$ cat src/rtl/seven_seg_scanner_if.sv
// Signal bundle between the display-value producer and the seven-segment scanner.
// The producer drives the frame data; the scanner drives the board pins.
interface seven_seg_scanner_if #(
  parameter int NUM_DIGITS = 4
);
  logic                    load;
  logic [4*NUM_DIGITS-1:0] hexVals;
  logic [NUM_DIGITS-1:0]   dpIn;
  logic [NUM_DIGITS-1:0]   blankEn;
  logic                    lzSuppress;
  logic [NUM_DIGITS-1:0]   anode;
  logic [7:0]              cathode;
  logic                    frameStart;

  modport master (
    output load, hexVals, dpIn, blankEn, lzSuppress,
    input  anode, cathode, frameStart
  );

  modport slave (
    input  load, hexVals, dpIn, blankEn, lzSuppress,
    output anode, cathode, frameStart
  );
endinterface

$ cat src/rtl/seven_seg_scanner.sv
// Time-multiplexed common-anode seven-segment driver with a double-buffered frame,
// per-slot anti-ghosting blank window and optional leading-zero suppression.
module seven_seg_scanner #(
  parameter int NUM_DIGITS   = 4,
  parameter int REFRESH_DIV  = 100000,
  parameter int BLANK_CYCLES = 2
) (
  input  logic               clk,
  input  logic               reset_n,
  seven_seg_scanner_if.slave bus
);

  localparam int CNT_W = (REFRESH_DIV > 1) ? $clog2(REFRESH_DIV) : 1;
  localparam int IDX_W = (NUM_DIGITS > 1) ? $clog2(NUM_DIGITS) : 1;
  localparam int HEX_W = 4 * NUM_DIGITS;
  localparam logic [CNT_W-1:0] CNT_LAST = CNT_W'(REFRESH_DIV - 1);
  localparam logic [IDX_W-1:0] IDX_LAST = IDX_W'(NUM_DIGITS - 1);
  localparam logic [NUM_DIGITS-1:0] ALL_ONES = {NUM_DIGITS{1'b1}};
  localparam logic [NUM_DIGITS-1:0] ALL_ZERO = {NUM_DIGITS{1'b0}};

  // Active-low segment pattern g..a for one hex nibble.
  function automatic logic [6:0] seg_decode(input logic [3:0] nib);
    logic [6:0] seg;
    case (nib)
      4'h0:    seg = 7'h40;
      4'h1:    seg = 7'h79;
      4'h2:    seg = 7'h24;
      4'h3:    seg = 7'h30;
      4'h4:    seg = 7'h19;
      4'h5:    seg = 7'h12;
      4'h6:    seg = 7'h02;
      4'h7:    seg = 7'h78;
      4'h8:    seg = 7'h00;
      4'h9:    seg = 7'h10;
      4'hA:    seg = 7'h08;
      4'hB:    seg = 7'h03;
      4'hC:    seg = 7'h46;
      4'hD:    seg = 7'h21;
      4'hE:    seg = 7'h06;
      4'hF:    seg = 7'h0E;
      default: seg = 7'h7F;
    endcase
    return seg;
  endfunction

  logic [CNT_W-1:0]      cnt_r;
  logic [IDX_W-1:0]      idx_r;
  logic [HEX_W-1:0]      act_hex_r;
  logic [NUM_DIGITS-1:0] act_dp_r;
  logic [NUM_DIGITS-1:0] act_blank_r;
  logic [HEX_W-1:0]      pend_hex_r;
  logic [NUM_DIGITS-1:0] pend_dp_r;
  logic [NUM_DIGITS-1:0] pend_blank_r;
  logic                  pend_valid_r;
  logic [NUM_DIGITS-1:0] anode_r;
  logic [7:0]            cathode_r;
  logic                  frame_start_r;

  logic                  slot_end_s;
  logic                  frame_end_s;
  logic                  blank_win_s;
  logic [NUM_DIGITS-1:0] zero_s;
  logic [NUM_DIGITS-1:0] lead_s;
  logic [NUM_DIGITS-1:0] suppress_s;
  logic [NUM_DIGITS-1:0] sel_s;
  logic [3:0]            cur_hex_s;
  logic                  cur_dp_s;
  logic                  cur_dark_s;
  logic [NUM_DIGITS-1:0] anode_nxt_s;
  logic [7:0]            cathode_nxt_s;

  assign slot_end_s  = (cnt_r == CNT_LAST);
  assign frame_end_s = slot_end_s && (idx_r == IDX_LAST);

  // With no blank window the comparison would be constant, so it is not built at all.
  generate
    if (BLANK_CYCLES > 0) begin : g_blank
      assign blank_win_s = (cnt_r < CNT_W'(BLANK_CYCLES));
    end else begin : g_no_blank
      assign blank_win_s = 1'b0;
    end
  endgenerate

  // Slot counter and digit index.
  always_ff @(posedge clk or negedge reset_n) begin
    if (!reset_n) begin
      cnt_r <= {CNT_W{1'b0}};
      idx_r <= {IDX_W{1'b0}};
    end else if (slot_end_s) begin
      cnt_r <= {CNT_W{1'b0}};
      idx_r <= (idx_r == IDX_LAST) ? {IDX_W{1'b0}} : idx_r + IDX_W'(1);
    end else begin
      cnt_r <= cnt_r + CNT_W'(1);
      idx_r <= idx_r;
    end
  end

  // Pending/active frame buffers; the swap uses the pre-edge pending contents,
  // so a load on the boundary edge itself waits for the following frame.
  always_ff @(posedge clk or negedge reset_n) begin
    if (!reset_n) begin
      act_hex_r    <= {HEX_W{1'b0}};
      act_dp_r     <= ALL_ZERO;
      act_blank_r  <= ALL_ZERO;
      pend_hex_r   <= {HEX_W{1'b0}};
      pend_dp_r    <= ALL_ZERO;
      pend_blank_r <= ALL_ZERO;
      pend_valid_r <= 1'b0;
    end else begin
      if (frame_end_s && pend_valid_r) begin
        act_hex_r   <= pend_hex_r;
        act_dp_r    <= pend_dp_r;
        act_blank_r <= pend_blank_r;
      end
      if (bus.load) begin
        pend_hex_r   <= bus.hexVals;
        pend_dp_r    <= bus.dpIn;
        pend_blank_r <= bus.blankEn;
        pend_valid_r <= 1'b1;
      end else if (frame_end_s) begin
        pend_valid_r <= 1'b0;
      end
    end
  end

  // Leading-zero scan: a digit is suppressed while it and everything above it reads as zero.
  always_comb begin
    zero_s     = ALL_ZERO;
    lead_s     = ALL_ZERO;
    suppress_s = ALL_ZERO;
    for (int i = 0; i < NUM_DIGITS; i++) begin
      zero_s[i] = act_blank_r[i] | ((act_hex_r[4*i +: 4] == 4'h0) & ~act_dp_r[i]);
    end
    for (int i = 0; i < NUM_DIGITS; i++) begin
      lead_s[i] = ((zero_s >> i) == (ALL_ONES >> i));
    end
    if (bus.lzSuppress) begin
      suppress_s = lead_s;
    end else begin
      suppress_s = ALL_ZERO;
    end
    suppress_s[0] = 1'b0;
  end

  // Select the digit currently being scanned.
  always_comb begin
    sel_s      = ALL_ZERO;
    cur_hex_s  = 4'h0;
    cur_dp_s   = 1'b0;
    cur_dark_s = 1'b0;
    for (int i = 0; i < NUM_DIGITS; i++) begin
      if (idx_r == IDX_W'(i)) begin
        sel_s[i]   = 1'b1;
        cur_hex_s  = act_hex_r[4*i +: 4];
        cur_dp_s   = act_dp_r[i];
        cur_dark_s = act_blank_r[i] | suppress_s[i];
      end else begin
        sel_s[i] = 1'b0;
      end
    end
  end

  // Next pin values; a dark digit still gets its anode so slot timing stays uniform.
  always_comb begin
    anode_nxt_s   = ALL_ONES;
    cathode_nxt_s = 8'hFF;
    if (blank_win_s) begin
      anode_nxt_s   = ALL_ONES;
      cathode_nxt_s = 8'hFF;
    end else if (cur_dark_s) begin
      anode_nxt_s   = ~sel_s;
      cathode_nxt_s = 8'hFF;
    end else begin
      anode_nxt_s   = ~sel_s;
      cathode_nxt_s = {~cur_dp_s, seg_decode(cur_hex_s)};
    end
  end

  // Registered pin drivers.
  always_ff @(posedge clk or negedge reset_n) begin
    if (!reset_n) begin
      anode_r       <= ALL_ONES;
      cathode_r     <= 8'hFF;
      frame_start_r <= 1'b0;
    end else begin
      anode_r       <= anode_nxt_s;
      cathode_r     <= cathode_nxt_s;
      frame_start_r <= frame_end_s;
    end
  end

  assign bus.anode      = anode_r;
  assign bus.cathode    = cathode_r;
  assign bus.frameStart = frame_start_r;

endmodule
$ cat src/flat_wrapper.sv
// flat-port wrapper written by rule: the top's interface ports become plain ports
module seven_seg_scanner_flat 
#(
  parameter int NUM_DIGITS   = 4,
  parameter int REFRESH_DIV  = 100000,
  parameter int BLANK_CYCLES = 2
)
  (clk, reset_n, bus_load, bus_hexVals, bus_dpIn, bus_blankEn, bus_lzSuppress, bus_anode, bus_cathode, bus_frameStart);
  seven_seg_scanner_if #(.NUM_DIGITS(NUM_DIGITS)) bus_i ();
  input  logic clk;
  input  logic reset_n;
  input wire logic [$bits(bus_i.load)-1:0] bus_load;
  input wire logic [$bits(bus_i.hexVals)-1:0] bus_hexVals;
  input wire logic [$bits(bus_i.dpIn)-1:0] bus_dpIn;
  input wire logic [$bits(bus_i.blankEn)-1:0] bus_blankEn;
  input wire logic [$bits(bus_i.lzSuppress)-1:0] bus_lzSuppress;
  output wire logic [$bits(bus_i.anode)-1:0] bus_anode;
  output wire logic [$bits(bus_i.cathode)-1:0] bus_cathode;
  output wire logic [$bits(bus_i.frameStart)-1:0] bus_frameStart;
  assign bus_i.load = bus_load;
  assign bus_i.hexVals = bus_hexVals;
  assign bus_i.dpIn = bus_dpIn;
  assign bus_i.blankEn = bus_blankEn;
  assign bus_i.lzSuppress = bus_lzSuppress;
  assign bus_anode = bus_i.anode;
  assign bus_cathode = bus_i.cathode;
  assign bus_frameStart = bus_i.frameStart;
  seven_seg_scanner #(.NUM_DIGITS(NUM_DIGITS), .REFRESH_DIV(REFRESH_DIV), .BLANK_CYCLES(BLANK_CYCLES)) u_core (.clk(clk), .reset_n(reset_n), .bus(bus_i));
endmodule
$ cat config.mk
export PLATFORM = sky130hd
export DESIGN_NAME = seven_seg_scanner_flat
export DESIGN_NICKNAME = d
export VERILOG_FILES = /design/src/rtl/seven_seg_scanner_if.sv /design/src/rtl/seven_seg_scanner.sv /design/src/flat_wrapper.sv
export SDC_FILE = /design/constraint.sdc
export NUM_CORES = 1
export LEC_CHECK = 0
export ABC_AREA = 0
export BUFFER_PORTS_ARGS = -buffer_cell sky130_fd_sc_hd__clkbuf_2
export CORE_AREA = 10 10 125 70
export CTS_CLUSTER_SIZE = 10
export DETAILED_ROUTE_END_ITERATION = 10
export DIE_AREA = 0 0 135 80
export GPL_TIMING_DRIVEN = 0
export PLACE_DENSITY_LB_ADDON = 0.15
export SYNTH_ARGS = -nofsm -noshare
export SYNTH_HDL_FRONTEND = slang
export SYNTH_SLANG_ARGS = --single-unit
$ cat constraint.sdc
create_clock -name clk -period 3 [get_ports clk]
set_clock_uncertainty 0.1 [all_clocks]
set_input_delay 0.3 -clock clk [delete_from_list [all_inputs] [get_ports clk]]
set_output_delay 0.3 -clock clk [all_outputs]
set_load 0.05 [all_outputs]
==> results_dict.tcl <==
set metrics [dict create \
    slowest_delay_ns 0.40 \
    mostFrequentLayoutCells "69 x dfrtp_1, 39 x clkbuf_2, 28 x mux2_2" \
    p_leak_nw 2.12 \
    fill_cells 488 \
    vias 2493 \
    worstPathCellList "inv_1 -> ha_1 -> buf_2 -> nor2b_1 -> a221o_1 -> a22oi_2 -> buf_4 -> buf_4 -> ha_1 -> a2111oi_1 -> o21ai_0" \
    die_y_um 80 \
    clkPwrFrac_pct 48.4 \
    worst_pin_slew_ns 0.690 \
    layout_commonest_cell "dfrtp_1" \
    avgRoutedWirePerCell_um 16.6 \
    min_to "u_core.pend_hex_r[12]" \
    grt_pass1_vias 2590 \
    ys_warn_count 0 \
    track_usage_pct 14.9 \
    synth_top_area_share_pct 46.0 \
    layout.nets 394 \
    antennaDiodeCount 0 \
    clock_latency_ns 0.34 \
    antenna_found_initial 0 \
    num_rows 21 \
    vdd.ir_drop.worst_v 0.000360 \
    finalPower_mw 2.39 \
    setup_ws_ns 0.232 \
    crit_path_end_kind "flip-flop" \
    multi_input_area_sq_um 1610 \
    avgViaCountPerCell 5.52 \
    max_freq_ghz 0.361 \
    setup_viol 0 \
    cts_buffers 9 \
    start_util_pct 57.4 \
    synth_fa_ha_area_share_pct 3.66 \
    synth_top_area_cell "dfrtp_1" \
    syn_inst 296 \
    synth_seq_cells 81 \
    synth_xor_xnor_area_share_pct 3.50 \
    cts.clk_slew.worst_paths_ns 0.06 \
    p_sw_share_pct 19.4 \
    slowest_stage "dfrtp_1" \
    reg2regPathDepth 11 \
    comb_power_share_pct 3.7 \
    rrSetupSlack_ns 0.23 \
    maxCapViolCount 0 \
    hold_path.startpoint "bus_hexVals[12]" \
    synth_edf_count 0 \
    synth-simple-area-share_pct 11.3 \
    clk_path_buf_depth 2 \
    grt_max_degree 55 \
    arrival_ns 2.91 \
    htree_levels 3 \
    yosysUniqueCellTypes 49 \
    seqPwrFrac_pct 47.9 \
    seq_area_sq_um 2040 \
    hpwlAfterDp_mm 5.44 \
    overflow 0 \
    regToRegEndpoint "u_core.bus.cathode[3]" \
    cts.sinks 81 \
    area_growth_pct 19.3 \
    crit_type "reg2reg" \
    initialDrtViolationCount 162 \
    drt_wl_total_mm 7.52 \
    slew_viol_final 0 \
    fin_area_sq_um 4480 \
    syn_area_sq_um 3760 \
    drtAntennaViolNets 0 \
    critical_path_required_ns 3.14 \
    ys_seq_area_share_pct 54.3 \
    first_pass_iters 4 \
    relSlewSlack_pct 54.0 \
    synth.net_count 335 \
    r2r_start "u_core.idx_r[1]" \
    drive_gt1_share_pct 36.1 \
    design.core.area_sq_um 6540 \
    synthMuxAreaShare_pct 17.4 \
    synth_flop_cell "dfrtp_1" \
    pre_cts_slack_ns -0.0653 \
    root_buffer "clkbuf_16" \
    power.switching_uw 465 \
    hold_viol 0 \
    cellPowerDensity_nw_per_um2 533 \
    synth_top_family_by_area "multiplexers" \
    worstPathMaxFanout 10 \
    syn_avg_cell_area_sq_um 12.7 \
    drcViolationCount 0 \
    intPower_mw 1.92 \
    io_pins 41 \
    setup_tns_ns 0 \
    placed_cell_area_sq_um 4100 \
    cts_tree "built" \
    synth-compound-area-share_pct 6.86 \
    synth-async-reset-ratio_pct 100 \
    finalHoldWorstSlack_ns 0.0928 \
    grt_pass1_wl_mm 12.7 \
    die_area_sq_um 10800 \
    io_buffers 39 \
    whs_path_depth 2 \
    die_w_um 135 \
    outcome "finished clean" \
    worst_setup_path_start_kind "flip-flop" \
    synth_area_leaders "dfrtp_1 46%, dfstp_2 8.4%, mux2_2 8.4%" \
    post-route-min-period_ns 2.77 \
    hold_path_class "in2reg" \
    gp_routability_congestion 0.915 \
    min_period_over_period_pct 92.3 \
]
sequential cells by signal, indices dropped and copies added, names as in the netlist:
name and flops:
u_core.act_blank_r 4, u_core.act_dp_r 4, u_core.act_hex_r 16, u_core.bus.anode 4, u_core.bus.cathode 8, u_core.bus.frameStart 1
u_core.cnt_r 17, u_core.idx_r 2, u_core.pend_blank_r 4, u_core.pend_dp_r 4, u_core.pend_hex_r 16, u_core.pend_valid_r 1
power groups by stage:
stage               Sequential, mW  Combinational (mW)  Clock (mW)
finish                        1.14              0.0889        1.16
global route                  1.15              0.0995        1.23
CTS                           1.14              0.0918        1.18
detailed placement            1.16              0.0906           0
global placement              1.16              0.0805           0
floorplan                     1.16              0.0413           0
critical path, delay by kind of cell, from the launching register on:
kind | cells | cell delay, ns
AO/OA/AOI/OAI | 4 | 1.09
flip-flops | 1 | 0.40
buffers and inverters | 4 | 0.58
AND/OR/NAND/NOR | 1 | 0.10
adder cells (fa/ha/maj) | 2 | 0.42
how the worst max path moves through the flow:
stage | startpoint | to
global route | u_core.idx_r[1] | u_core.bus.cathode[3]
floorplan | u_core.idx_r[1] | u_core.bus.cathode[3]
finish | u_core.idx_r[1] | u_core.bus.cathode[3]
detailed placement | u_core.idx_r[1] | u_core.bus.cathode[3]
global placement | u_core.idx_r[1] | u_core.bus.cathode[3]
CTS | u_core.idx_r[1] | u_core.bus.cathode[3]
cells by family after synthesis:
group                      after synthesis
DFF                                     81
and+or+nand+nor                         79
muxes                                   52
AOI/OAI and AO/OA                       34
buffers and inverters                   24
xor gates and xnor gates                15
adders and majority gates               11
metal layers:
layer	wire length [um]	GRT usage [%]	vias to the layer above	share of wire (%)
li1	-	-	1179	-
met1	3430	18.0	1244	46
met2	3610	23.9	54	48
met3	356	5.65	16	4.7
met4	127	5.13	0	1.7
met5	0	0	-	0
synth_stat cells, types with 6 or more instances:
library cell  instances
dfrtp_1              69
ha_1                 11
nor3_1                6
nor4_1                6
xnor2_1               9
inv_1                12
mux2_4               20
mux2_2               28
nor2_1               16
nand2_1              22
xor2_1                6
nand3_1               7
dfstp_2              12
clkbuf_1              6
area by class of cell:
type	count	share of cell area (%)
Sequential cell	81	45.5
Multi-Input combinational cell	191	36.0
Timing Repair Buffer	48	6.42
Clock buffer	13	5.58
Tap cell	92	2.57
Clock inverter	3	1.45
Buffer	12	1.45
Inverter	12	1.00
per-stage QoR:
| stage | std cells | utilization (%) |
|---|---|---|
| after CTS | 445 | 67.7 |
| final | 452 | 68.5 |
| after global routing | 452 | 68.5 |
| after global placement | 427 | 62.2 |
| after floorplan | 296 | - |
| after detailed placement | 428 | 62.6 |
repair_timing:
| item | CTS | global route |
|---|---|---|
| gates cloned | 0 | 0 |
| hold buffers | 1 | 0 |
| hold endpoints to repair | 20 | 0 |
| gates resized for setup | 1 | 3 |
| setup endpoints to repair | 1 | 1 |
| pin swaps | 0 | 1 |
| buffers inserted | 0 | 7 |
Note: power is estimated with default switching activity, not from simulation.
